`src/rtl/fp_accum.sv`:
```
// Frame accumulator: sums N_TERMS signed fixed-point products with guard bits, then reports range flags.
// Optional output saturation is enabled with macro FP_ACCUM_SAT_EN (default build wraps).
module fp_accum #(
  parameter int W_len   = 16,
  parameter int W_fract = 14,
  parameter int N_TERMS = 8,
  parameter int W_guard = 4
) (
  input  logic             clk,
  input  logic             reset,
  input  logic             start,
  input  logic             in_valid,
  input  logic [W_len-1:0] in_data,
  input  logic             in_ovf,
  input  logic             in_unf,
  output logic             in_ready,
  output logic             out_valid,
  input  logic             out_ready,
  output logic [W_len-1:0] sum,
  output logic             sum_ovf,
  output logic             sum_unf,
  output logic             sticky_err,
  output logic             busy
);

  localparam int W_ACC = W_len + W_guard;
  localparam int CNT_W = (N_TERMS < 2) ? 1 : $clog2(N_TERMS);
  localparam logic [CNT_W-1:0] LAST_BEAT = CNT_W'(N_TERMS - 1);

  // Output range limits, sign-extended to accumulator width.
  localparam logic signed [W_ACC-1:0] SUM_MAX = {{(W_guard + 1){1'b0}}, {(W_len - 1){1'b1}}};
  localparam logic signed [W_ACC-1:0] SUM_MIN = {{(W_guard + 1){1'b1}}, {(W_len - 1){1'b0}}};

  generate
    if (W_fract < 0 || W_fract >= W_len) begin : g_bad_fract
      $error("fp_accum: W_fract must lie in 0..W_len-1");
    end
    if (N_TERMS < 1 || N_TERMS > (1 << W_guard)) begin : g_bad_terms
      $error("fp_accum: N_TERMS must lie in 1..2**W_guard");
    end
  endgenerate

  typedef enum logic [1:0] {
    S_IDLE  = 2'd0,
    S_ACCUM = 2'd1,
    S_DONE  = 2'd2
  } state_t;

  state_t                    state_q, state_d;
  logic signed [W_ACC-1:0]   acc_q, acc_d;
  logic        [CNT_W-1:0]   cnt_q, cnt_d;
  logic                      sticky_q, sticky_d;
  logic        [W_len-1:0]   sum_q, sum_d;
  logic                      ovf_q, ovf_d;
  logic                      unf_q, unf_d;

  logic signed [W_ACC-1:0]   beat_ext;
  logic signed [W_ACC-1:0]   acc_sum;
  logic                      fin_ovf;
  logic                      fin_unf;
  logic        [W_len-1:0]   fin_sum;
  logic                      beat_fire;

  // Datapath: next accumulator value and its range classification.
  always_comb begin
    beat_ext = {{W_guard{in_data[W_len-1]}}, in_data};
    acc_sum  = acc_q + beat_ext;
    fin_ovf  = (acc_sum > SUM_MAX);
    fin_unf  = (acc_sum < SUM_MIN);
`ifdef FP_ACCUM_SAT_EN
    if (fin_ovf) begin
      fin_sum = {1'b0, {(W_len - 1){1'b1}}};
    end else if (fin_unf) begin
      fin_sum = {1'b1, {(W_len - 1){1'b0}}};
    end else begin
      fin_sum = acc_sum[W_len-1:0];
    end
`else
    fin_sum = acc_sum[W_len-1:0];
`endif
  end

  assign beat_fire = (state_q == S_ACCUM) && in_valid;

  always_comb begin
    state_d  = state_q;
    acc_d    = acc_q;
    cnt_d    = cnt_q;
    sticky_d = sticky_q;
    sum_d    = sum_q;
    ovf_d    = ovf_q;
    unf_d    = unf_q;
    unique case (state_q)
      S_IDLE: begin
        if (start) begin
          acc_d    = '0;
          cnt_d    = '0;
          sticky_d = 1'b0;
          state_d  = S_ACCUM;
        end
      end
      S_ACCUM: begin
        if (beat_fire) begin
          acc_d    = acc_sum;
          cnt_d    = cnt_q + 1'b1;
          sticky_d = sticky_q | in_ovf | in_unf;
          // Result registers are loaded only with the final sum so they stay frozen in DONE.
          if (cnt_q == LAST_BEAT) begin
            sum_d   = fin_sum;
            ovf_d   = fin_ovf;
            unf_d   = fin_unf;
            state_d = S_DONE;
          end
        end
      end
      S_DONE: begin
        if (out_ready) begin
          state_d = S_IDLE;
        end
      end
      default: begin
        state_d = S_IDLE;
      end
    endcase
  end

  always_ff @(posedge clk) begin
    if (!reset) begin
      state_q  <= S_IDLE;
      acc_q    <= '0;
      cnt_q    <= '0;
      sticky_q <= 1'b0;
      sum_q    <= '0;
      ovf_q    <= 1'b0;
      unf_q    <= 1'b0;
    end else begin
      state_q  <= state_d;
      acc_q    <= acc_d;
      cnt_q    <= cnt_d;
      sticky_q <= sticky_d;
      sum_q    <= sum_d;
      ovf_q    <= ovf_d;
      unf_q    <= unf_d;
    end
  end

  assign in_ready   = (state_q == S_ACCUM);
  assign out_valid  = (state_q == S_DONE);
  assign busy       = (state_q != S_IDLE);
  assign sum        = sum_q;
  assign sum_ovf    = ovf_q;
  assign sum_unf    = unf_q;
  assign sticky_err = sticky_q;

endmodule

```
`config.mk`:
```
export PLATFORM = sky130hd
export DESIGN_NAME = fp_accum
export DESIGN_NICKNAME = d
export VERILOG_FILES = /design/src/rtl/fp_accum.sv
export SDC_FILE = /design/constraint.sdc
export NUM_CORES = 1
export LEC_CHECK = 0
export CAP_MARGIN = 20
export CORE_UTILIZATION = 27
export DETAILED_ROUTE_END_ITERATION = 16
export DONT_BUFFER_PORTS = 1
export HOLD_SLACK_MARGIN = 0.03
export SYNTH_ARGS = -nofsm -noshare
export SYNTH_HDL_FRONTEND = slang
export SYNTH_SLANG_ARGS = --single-unit
```
`constraint.sdc`:
```
create_clock -name clk -period 2.8 [get_ports clk]
set_input_delay 0.28 -clock clk [delete_from_list [all_inputs] [get_ports clk]]
set_output_delay 0.28 -clock clk [all_outputs]
set_load 0.02 [all_outputs]
```
==> impl_metrics.json <==
{
  "outcome": "complete, no violations",
  "floorplan.die.width_um": 103,
  "vias_per_cell": 5.12,
  "die-area_um2": 10600,
  "cp_slowest_cell": "sky130_fd_sc_hd__fa_1",
  "layout_commonest_cell": "sky130_fd_sc_hd__dfxtp_1",
  "synth_seq_area_share_pct": 32.0,
  "timing.critical_path.from_type": "flip-flop",
  "cts_tree": "built",
  "cts_max_path_buffers": 2,
  "synthesis_warnings": 0,
  "synth-edff-count": 0,
  "synth_cell_types": 52,
  "global_route.usage.total_pct": 13.9,
  "timing.slew.headroom_pct": 52.3,
  "rsz0062_at_grt": "false",
  "leakage_nw": 1.12,
  "timing_max_transition_violations_final": 0,
  "finalSetupTns_ns": 0,
  "setup_viol": 0,
  "htree_levels": 2,
  "power.ir.vdd_worst_v": 0.000204,
  "final_hold_fails": 0,
  "finalWorstPathRequiredPeriod_ns": 2.63,
  "total_global_routing_overflow": 0,
  "fin_crit_sh_pct": 93.9,
  "numPortBuffers": 0,
  "synthMuxAreaShare_pct": 1.82,
  "ys_dominant_reg_cell": "sky130_fd_sc_hd__dfxtp_1",
  "holdWs_ns": 0.104,
  "synth_area_per_cell_um2": 8.61,
  "ctsHoldBuffers": 0,
  "syn_to_final_growth_pct": 8.99,
  "netlist_area_um2": 2760,
  "async_flop_share_pct": 0,
  "nets": 363,
  "power-per-cell-area_nw_per_um2": 433,
  "critical_path.max_stage_delay_ns": 0.40,
  "cp_data_required_time_ns": 3.03,
  "row_count": 36,
  "critical_path.cell_chain": "ha_1, inv_1, fa_1, nor2b_1, o31a_1, o211ai_2, a311oi_2, nor3_2, o311ai_1, a2bb2oi_1",
  "clock-skew-final_ns": 0.00751,
  "synth_fa_ha_area_share_pct": 10.3,
  "grt_first_pass_wirelength_mm": 11.4,
  "clk_pin_slew_ns": 0.08,
  "worst_hold_path_type": "input port to flip-flop",
  "drt_first_iter_violations": 126,
  "synthesis.instances": 320,
  "postSynthNetCount": 365,
  "insertedDiodeCount": 0,
  "boundaryPins": 45,
  "die_height_um": 103,
  "synthXorXnorAreaFrac_pct": 3.18,
  "worstSetupPathType": "flip-flop to flip-flop",
  "clock_tree.root_cell": "sky130_fd_sc_hd__clkbuf_8",
  "floorplan.core_area_um2": 9820,
  "cap_violations": 0,
  "share_of_cells_above_drive_strength_1_pct": 9.40,
  "worstPathBufferInverterCount": 1,
  "cts_bufs_inserted": 5,
  "number_of_synthesized_register_bits": 44,
  "synth_top_family_by_area": "compound AO/OA/AOI/OAI gates",
  "avgRoutedWirePerCell_um": 14.9,
  "final_cell_mix": "44 x sky130_fd_sc_hd__dfxtp_1, 36 x sky130_fd_sc_hd__nand2_1, 27 x sky130_fd_sc_hd__nor2b_1",
  "critical_path.max_fanout": 4,
  "first_pass_iters": 4,
  "dr_total_vias": 2314,
  "dp.final_hpwl_mm": 5.02,
  "worstSkewPairLatency_ns": 0.30,
  "critical-path-top-delay-family": "compound AO/OA/AOI/OAI gates",
  "yosys.area_share.simple_pct": 22.8,
  "cts_sinks": 44,
  "pin_count_of_the_biggest_net_entering_global_routing": 49,
  "detail-route-antenna-nets": 0,
  "finalNonFillerCells": 452,
  "via_count_of_the_first_global_routing_pass": 2213,
  "drc": 0,
  "finalWeightedCongestion": 0.808,
  "grt_antenna_before_repair": 0,
  "p_total_mw": 1.30,
  "pin_slew_with_the_least_headroom_to_its_limit_ns": 0.709,
  "fraction_of_the_mapped_netlist_area_in_compound_gates_pct": 27.0,
  "initial_utilization_pct": 28.1,
  "wl_mm": 6.75,
  "fmax_ghz": 0.380,
  "dp_cells": 443,
  "worst_setup_path_end_kind": "flip-flop",
  "timing.critical_path.arrival_ns": 2.86
}
-- cells by family (layout without fill, tap and decap cells) --
group,after synthesis,in the layout
simple gates,120,120
compound gates,99,99
flops,44,44
fa+ha+maj,22,22
buf+inv,20,19
xor+xnor,10,10
mux,5,5
-- sequential cells by signal (all words and copies together), names as in the netlist --
signal	count
acc_q	20
cnt_q	3
state_q	2
sticky_err	1
sum	16
sum_ovf	1
sum_unf	1
-- synthesized netlist by cell type (4+ instances only) --
cell	number	area, um2
sky130_fd_sc_hd__a211oi_1	4	30.0
sky130_fd_sc_hd__a21boi_0	15	113
sky130_fd_sc_hd__a21oi_1	14	70.1
sky130_fd_sc_hd__a22oi_1	13	97.6
sky130_fd_sc_hd__a32oi_1	5	43.8
sky130_fd_sc_hd__and3_1	5	31.3
sky130_fd_sc_hd__clkbuf_1	14	52.6
sky130_fd_sc_hd__dfxtp_1	44	881
sky130_fd_sc_hd__ha_1	21	263
sky130_fd_sc_hd__inv_1	5	18.8
sky130_fd_sc_hd__mux2i_1	5	50.1
sky130_fd_sc_hd__nand2_1	36	135
sky130_fd_sc_hd__nand3_1	13	65.1
sky130_fd_sc_hd__nor2_1	13	48.8
sky130_fd_sc_hd__nor2b_1	27	169
sky130_fd_sc_hd__o21a_1	7	52.6
sky130_fd_sc_hd__o21ai_0	11	55.1
sky130_fd_sc_hd__o31ai_1	6	45.0
sky130_fd_sc_hd__or3_1	6	37.5
sky130_fd_sc_hd__xnor2_1	6	52.6
sky130_fd_sc_hd__xor2_1	4	35.0
-- report_power, final --
group          internal [mW]  total, mW  switching, mW
clock                  0.201      0.423          0.222
combinational         0.0981      0.230          0.132
sequential             0.639      0.648        0.00866
total                  0.938       1.30          0.363
-- through the flow --
stage          util, %  cell area (um2)  worst slack [ns]
6_report          30.6             3000             0.171
5_1_grt           30.6             3000            0.0165
4_1_cts           30.4             2990            0.0459
3_5_place_dp      29.5             2900             0.129
3_3_place_gp      29.5             2900             0.224
2_1_floorplan        -             2760             0.408
-- cell type report --
class	count	area (um2)
clock buffer	7	86.3
tap	133	166
clock inverter	1	7.51
timing repair buffer	6	45.0
fill	1099	6820
inverter	5	18.8
multi-input combinational	256	1800
sequential	44	881
-- per-layer routing --
metal | track usage, % | share of wire [%]
met5 | 0 | 0
met4 | 3.58 | 0.92
met3 | 3.53 | 6.3
met2 | 23.4 | 47
met1 | 17.7 | 46
-- worst paths after layout --
| kind | startpoint | to | slack [ns] | cells after the start |
|---|---|---|---|---|
| min reg2reg | acc_q[11]$_SDFFE_PN0P_ | acc_q[11]$_SDFFE_PN0P_ | 0.47 | 2 |
| max reg2reg | acc_q[0]$_SDFFE_PN0P_ | sum_unf$_SDFFE_PN0P_ | 0.17 | 10 |
| min | reset | state_q[1]$_SDFFE_PN0P_ | 0.10 | 1 |
| max | acc_q[0]$_SDFFE_PN0P_ | sum_unf$_SDFFE_PN0P_ | 0.17 | 10 |
-- timing repair --
item / in CTS / in global routing
hold endpoints to repair: 0 / 0
buffers inserted: 0 / 1
setup endpoints to repair: 0 / 3
resized for setup: 0 / 2
Note: power is estimated with default switching activity, not from simulation.
